==> config.mk <==
export PLATFORM = sky130hd
export DESIGN_NAME = rev_meter
export DESIGN_NICKNAME = d
export VERILOG_FILES = /design/src/rtl/rev_pkg.sv /design/src/rtl/rev_meter_pulse_debounce.sv /design/src/rtl/rev_meter.sv
export SDC_FILE = /design/constraint.sdc
export NUM_CORES = 1
export LEC_CHECK = 0
export CORE_MARGIN = 3
export CORE_UTILIZATION = 30
export CTS_CLUSTER_DIAMETER = 200
export CTS_CLUSTER_SIZE = 40
export DETAILED_ROUTE_END_ITERATION = 10
export PLACE_DENSITY = 0.44
export SYNTH_ARGS = -nofsm -noshare
export SYNTH_HDL_FRONTEND = slang
export SYNTH_SLANG_ARGS = --single-unit
==> constraint.sdc <==
create_clock -name clk -period 1.9 [get_ports clk]
set_clock_uncertainty 0.2 [all_clocks]
set_input_delay 0.19 -clock clk [delete_from_list [all_inputs] [get_ports clk]]
set_output_delay 0.19 -clock clk [all_outputs]
set_load 0.1 [all_outputs]
==> src/rtl/rev_pkg.sv <==
// Shared types and constants for the rev_meter pulse-rate path.
package rev_pkg;

  typedef enum logic {
    ST_IDLE = 1'b0,
    ST_GATE = 1'b1
  } rev_state_t;

  // 100 ms gate at the 50 MHz board clock
  localparam int unsigned BOARD_CLK_HZ        = 50_000_000;
  localparam int unsigned GATE_CYCLES_DEFAULT = BOARD_CLK_HZ / 10;

endpackage

==> src/rtl/rev_meter_pulse_debounce.sv <==
// Level filter: output follows the input only after it has differed from the
// output for DEB_CYCLES consecutive clocks.
module pulse_debounce #(
  parameter int unsigned DEB_CYCLES = 16
) (
  input  logic clk,
  input  logic rst,
  input  logic din,
  output logic dout
);

  localparam int unsigned DW = (DEB_CYCLES > 1) ? $clog2(DEB_CYCLES) : 1;
  localparam logic [DW-1:0] CNT_LOAD = DW'(DEB_CYCLES - 1);

  logic [DW-1:0] cnt;

  always_ff @(posedge clk or posedge rst) begin
    if (rst) begin
      cnt  <= CNT_LOAD;
      dout <= 1'b0;
    end else if (din == dout) begin
      cnt <= CNT_LOAD;
    end else if (cnt == '0) begin
      dout <= din;
      cnt  <= CNT_LOAD;
    end else begin
      cnt <= cnt - DW'(1);
    end
  end

endmodule

==> src/rtl/rev_meter.sv <==
// Gated pulse-rate meter: counts synchronized rising edges of pulse_in per
// GATE_CYCLES window. Define REV_METER_DEBOUNCE_EN to insert pulse_debounce.
//
// state   | meaning
// ST_IDLE | gate counter, accumulator and saturation flag held clear
// ST_GATE | counting edges; window closes and publishes at g == GATE_CYCLES-1
module rev_meter
  import rev_pkg::*;
#(
  parameter int unsigned GATE_CYCLES = GATE_CYCLES_DEFAULT,
  parameter int unsigned CNT_W       = 16,
  parameter int unsigned DEB_CYCLES  = 16
) (
  input  logic             clk,
  input  logic             rst,
  input  logic             en,
  input  logic             pulse_in,
  output logic [CNT_W-1:0] rev_count,
  output logic             count_valid,
  output logic             ovf,
  output logic             busy
);

  localparam int unsigned    G_W    = $clog2(GATE_CYCLES);
  localparam logic [G_W-1:0] G_LAST = G_W'(GATE_CYCLES - 1);

  logic s_meta, s_sync, s_lvl, s_prev, edge_det;

  always_ff @(posedge clk or posedge rst) begin
    if (rst) begin
      s_meta <= 1'b0;
      s_sync <= 1'b0;
      s_prev <= 1'b0;
    end else begin
      s_meta <= pulse_in;
      s_sync <= s_meta;
      s_prev <= s_lvl;
    end
  end

`ifdef REV_METER_DEBOUNCE_EN
  pulse_debounce #(.DEB_CYCLES(DEB_CYCLES)) u_deb (
    .clk  (clk),
    .rst  (rst),
    .din  (s_sync),
    .dout (s_lvl)
  );
`else
  // Filter length has no effect on the unfiltered path.
  if (DEB_CYCLES == 0) begin : g_deb_unused
  end
  assign s_lvl = s_sync;
`endif

  assign edge_det = s_lvl & ~s_prev;

  rev_state_t       state, state_nxt;
  logic [G_W-1:0]   g, g_nxt;
  logic [CNT_W-1:0] acc, acc_nxt, acc_inc, rev_count_nxt;
  logic             sat, sat_nxt, sum_sat, acc_full, ovf_nxt, valid_nxt;

  // Saturating add of this cycle's edge; an edge arriving at all-ones is lost
  assign acc_full = &acc;
  assign acc_inc  = (edge_det && !acc_full) ? acc + CNT_W'(1) : acc;
  assign sum_sat  = sat | (edge_det & acc_full);

  always_ff @(posedge clk or posedge rst) begin
    if (rst) begin
      state       <= ST_IDLE;
      g           <= '0;
      acc         <= '0;
      sat         <= 1'b0;
      rev_count   <= '0;
      ovf         <= 1'b0;
      count_valid <= 1'b0;
    end else begin
      state       <= state_nxt;
      g           <= g_nxt;
      acc         <= acc_nxt;
      sat         <= sat_nxt;
      rev_count   <= rev_count_nxt;
      ovf         <= ovf_nxt;
      count_valid <= valid_nxt;
    end
  end

  always_comb begin
    state_nxt     = state;
    g_nxt         = g;
    acc_nxt       = acc;
    sat_nxt       = sat;
    rev_count_nxt = rev_count;
    ovf_nxt       = ovf;
    valid_nxt     = 1'b0;
    case (state)
      ST_IDLE: begin
        g_nxt   = '0;
        acc_nxt = '0;
        sat_nxt = 1'b0;
        if (en) state_nxt = ST_GATE;
      end
      ST_GATE: begin
        if (!en) begin
          state_nxt = ST_IDLE;
          g_nxt     = '0;
          acc_nxt   = '0;
          sat_nxt   = 1'b0;
        end else if (g == G_LAST) begin
          // Closing cycle's edge is folded in; the next window starts clean
          rev_count_nxt = acc_inc;
          ovf_nxt       = sum_sat;
          valid_nxt     = 1'b1;
          g_nxt         = '0;
          acc_nxt       = '0;
          sat_nxt       = 1'b0;
        end else begin
          g_nxt   = g + G_W'(1);
          acc_nxt = acc_inc;
          sat_nxt = sum_sat;
        end
      end
      default: state_nxt = ST_IDLE;
    endcase
  end

  assign busy = (state == ST_GATE);

endmodule

-- Word level (Yosys, flattened, before mapping)
Index checks and enable logic that the tools add are counted.
- flip-flop bits (word level): 62
- input bits: 4
- output and inout port bits: 19
- $add $sub $neg: 2
- equal/unequal tests: 1
- mux-type cells: 14
- bitwise gates (word level): 5
- reduce and logical (&&, ||, !) cells: 4
- operator list (kind ; number):
    16-bit two-way mux ; 3
    23-bit two-way mux ; 2
    23-bit one-hot mux with 2 select lines ; 1
    16-bit one-hot mux with 2 select lines ; 1
    23-bit by 1-bit adder with 23-bit output, second input constant ; 1
    23-bit == test, second input constant ; 1
    16-bit by 1-bit adder with 16-bit output, second input constant ; 1
    16-bit AND reduction ; 1
    1-bit two-way mux ; 6
    3-bit AND reduction ; 1
    1-bit bitwise AND ; 2
    1-bit inverter ; 2
    1-bit one-hot mux with 2 select lines ; 1
    1-bit logical AND ; 1
    1-bit logical NOT ; 1
    1-bit OR ; 1

-- Longest topological paths before layout
- depth after elaboration: 7
- depth in mapped cells: 8
- gate-level depth less buffers: 6

-- Worst setup path after synthesis
OpenSTA, ideal clock, no wires.
- kind: register to register
- start: register state (netlist: busy)
- end: register rev_count[10]
- setup time: 0.127 ns
- arrival: 1.750 ns
- path slack: -0.178 ns
- stages on the path, launching flop included: 7
- buffers on the path: 1
- clock period less this slack: 2.078 ns
- cell sequence: dfrtp_1 > nand2_1 > nor2_1 > nand4b_4 > buf_2 > nand2_1 > o21ai_1
- word-level cells in the longest chain between the ends: 1
- RTL lines (what ; RTL line ; text):
    from (decl) ; rev_meter.sv:57 ; rev_state_t state, state_nxt;
    from (signal assigned) ; rev_meter.sv:77 ; state <= state_nxt;
    3-bit AND reduction (no line) ; - ;
    to (signal assigned) ; rev_meter.sv:81 ; rev_count <= rev_count_nxt;
    to (decl) ; rev_meter.sv:18 ; output logic [CNT_W-1:0] rev_count,
Every way passes these cells.
A chain may end at the register's enable or synchronous reset.

-- Worst setup path in the final report
- start: register g[12]
- end: register rev_count[4]
- word-level cells in the longest chain between the ends: 2
- RTL lines (what ; RTL line ; text):
    from (decl) ; rev_meter.sv:58 ; logic [G_W-1:0] g, g_nxt;
    from (signal assigned) ; rev_meter.sv:78 ; g <= g_nxt;
    23-bit == test ; rev_meter.sv:108 ; end else if (g == G_LAST) begin
    3-bit AND reduction (no line) ; - ;
Every way passes these cells.

==> flow_summary.json <==
{
  "ys.flop_type": "dfrtp_1",
  "cp_max_fo": 25,
  "hold_class": "in -> async",
  "grt_pass1_vias": 2294,
  "antenna_cells": 0,
  "ir_drop_uv": 403,
  "die-height_um": 104,
  "vias": 2231,
  "nNetsFinal": 371,
  "die-width_um": 104,
  "drv_cap": 0,
  "final_max_slew_viol_count": 0,
  "synth_top_family_by_area": "simple AND/OR/NAND/NOR gates",
  "gp_congestion": 0.806,
  "setup_viol": 17,
  "grt.total_usage": 0.131,
  "core-area_um2": 9330,
  "synthesis.area_um2": 2900,
  "numCtsBuffers": 9,
  "dpl_cell_area_um2": 3820,
  "cts_buffer_depth": 2,
  "cp.buffers_inverters": 2,
  "cts.sinks": 62,
  "hpwl_um": 4640,
  "synthSimpleGateAreaFrac": 0.280,
  "start_kind": "flip-flop",
  "end_kind": "flip-flop",
  "critPathKind": "reg -> reg",
  "ys_types": 43,
  "synth_seq_area_share": 0.535,
  "ant_nets": 0,
  "ys_ff_latch": 62,
  "post_cts_buffers": 0,
  "rsz0062_at_grt": "yes",
  "p_sw_w": 0.000567,
  "status": "finished, violations left",
  "io_buffers": 22,
  "intPower_w": 0.00204,
  "drc": 0,
  "cts_root_buf": "clkbuf_8",
  "grt_overflow": 0,
  "drt_wl_total_um": 6370,
  "setup_ws_ps": -79.2,
  "slew_headroom": 0.681,
  "drt_iter0_markers": 64,
  "crit_required_ps": 1910,
  "yosysWarnings": 0,
  "synth_area_per_cell_um2": 10.2,
  "fin_area_um2": 4100,
  "worst_slew_pin_slew_ps": 477,
  "switching_share": 0.217,
  "pre_cts_ws_ps": -106,
  "p_leak_nw": 1.78,
  "n_fill_cell": 917,
  "period_share": 1.04,
  "clkLatencyLatePin_ps": 340,
  "vias_per_cell": 4.47,
  "wl_per_cell_um": 12.8,
  "crit_slowest_cell": "or4bb_1",
  "fin_crit_ps": 1980,
  "pwr-share-comb": 0.041,
  "grt_max_degree": 32,
  "clk_pin_slew_ps": 70,
  "final-hold-violation-count": 0,
  "worst_path_dominant_cell_family": "simple AND/OR/NAND/NOR gates",
  "cp_cell_sequence": "or4bb_1 > nor4_2 > buf_4 > nand4b_4 > buf_12 > nand2_1 > o21ai_1",
  "slowest_delay_ps": 510,
  "cts_htree_levels": 3,
  "async_reset_ff_frac": 1.00,
  "syn-instance-count": 285,
  "setup_tns_ps": -1130,
  "cts_tree": "built",
  "clkPwrFrac": 0.448,
  "layout_commonest_cell": "dfrtp_1",
  "synth_nets": 291,
  "synth_enable_flop_cells": 0,
  "area_growth_syn_to_layout_pct": 41.3,
  "io_pins": 23,
  "p_seq_frac": 0.511,
  "row_count": 35,
  "start_util": 0.311,
  "grt_pass1_wl_um": 11400,
  "max_freq_ghz": 0.505,
  "worstPathArrival_ps": 1990,
  "synth-xor-area-share": 0.0937,
  "dieArea_um2": 10900,
  "synth.mux.area_fraction": 0.00345,
  "first_pass_iters": 4,
  "antenna_found_initial": 0,
  "mostFrequentLayoutCells": "dfrtp_1, buf_4, nor2_1, nand2_1, buf_12",
  "violations": "setup timing",
  "synth_compound_area_frac": 0.0445,
  "power_density_nw_per_um2": 636,
  "layout-drive-gt1-share": 0.319,
  "synthAdderAreaFrac": 0.00863
}
## routing by layer
layer	routed length, µm	GRT usage	up-vias
li1	-	-	1123
met1	3030	0.167	1065
met2	3080	0.214	36
met3	193	0.0341	7
met4	72	0.0475	0
met5	0	0	-
## timing repair
item                                    CTS  global route
pin swaps                                 2             0
gates resized for setup                  15             0
endpoints found under the setup margin   57            58
hold endpoints to repair                  0             0
gates cloned                              1             0
hold buffers                              0             0
## registers in the layout, indices dropped and copies added, names as in the netlist
name,flops
ovf,1
g,23
rev_count,16
s_lvl,1
sat,1
s_prev,1
acc,16
s_meta,1
busy,1
count_valid,1
## logic make-up after synthesis
| group | count (synthesis) |
|---|---|
| flip-flops | 62 |
| multiplexers | 1 |
| buffers and inverters | 16 |
| XOR/XNOR | 31 |
| adder cells (fa/ha/maj) | 2 |
| AND/OR/NAND/NOR | 149 |
| AO/OA/AOI/OAI | 24 |
## Yosys cell counts (3+ instances only)
cell,instances,area share
dfrtp_1,62,0.54
nor3_1,9,0.016
and3_1,3,0.0065
buf_4,4,0.010
nand4_1,9,0.019
inv_1,6,0.0078
xor2_1,18,0.054
buf_6,3,0.012
nor2_1,49,0.063
nand3_1,16,0.028
xnor2_1,13,0.039
and4_1,3,0.0091
o21ai_1,17,0.029
nand2_1,35,0.045
nor4_2,3,0.013
## per-stage QoR
| step | utilization | hold slack [ps] | power, W | cells |
|---|---|---|---|---|
| 2_1_floorplan | - | 21.4 | 0.00141 | 285 |
| 3_3_place_gp | 0.409 | 157 | 0.00146 | 482 |
| 3_5_place_dp | 0.409 | 153 | 0.00146 | 482 |
| 4_1_cts | 0.439 | 23.6 | 0.00266 | 499 |
| 5_1_grt | 0.439 | 40.5 | 0.00272 | 499 |
| 6_report | 0.439 | 29.2 | 0.00261 | 499 |
## power by group through the flow
| stage | clock (W) | sequential [W] | combinational [W] |
|---|---|---|---|
| CTS | 0.00122 | 0.00133 | 0.000111 |
| global placement | 0 | 0.00136 | 0.000105 |
| detailed placement | 0 | 0.00136 | 0.000105 |
| global route | 0.00127 | 0.00133 | 0.000118 |
| floorplan | 0 | 0.00136 | 0.0000464 |
| finish | 0.00117 | 0.00133 | 0.000106 |
## layout make-up
class | count | area, µm² | share of cell area
clock inverters | 4 | 45.0 | 0.0110
well taps | 129 | 161 | 0.0394
flip-flops and latches | 62 | 1550 | 0.379
multi-input cells | 207 | 1320 | 0.321
repair buffers | 79 | 840 | 0.205
clock buffers | 12 | 155 | 0.0379
inverters | 6 | 26.3 | 0.00641
## worst paths after layout
check / startpoint / endpoint / slack [ps] / depth (start not counted)
worst max-delay path: g[12] / rev_count[4] / -80 / 7
min in group clk: pulse_in / s_meta / 90 / 1
max in group asynchronous: rst / busy / 1020 / 3
worst min register to register: s_meta / s_lvl / 160 / 0
worst max register to register: g[12] / rev_count[4] / -80 / 7
worst min-delay path: rst / g[15] / 30 / 2
Power figures use the tool's default switching activity.
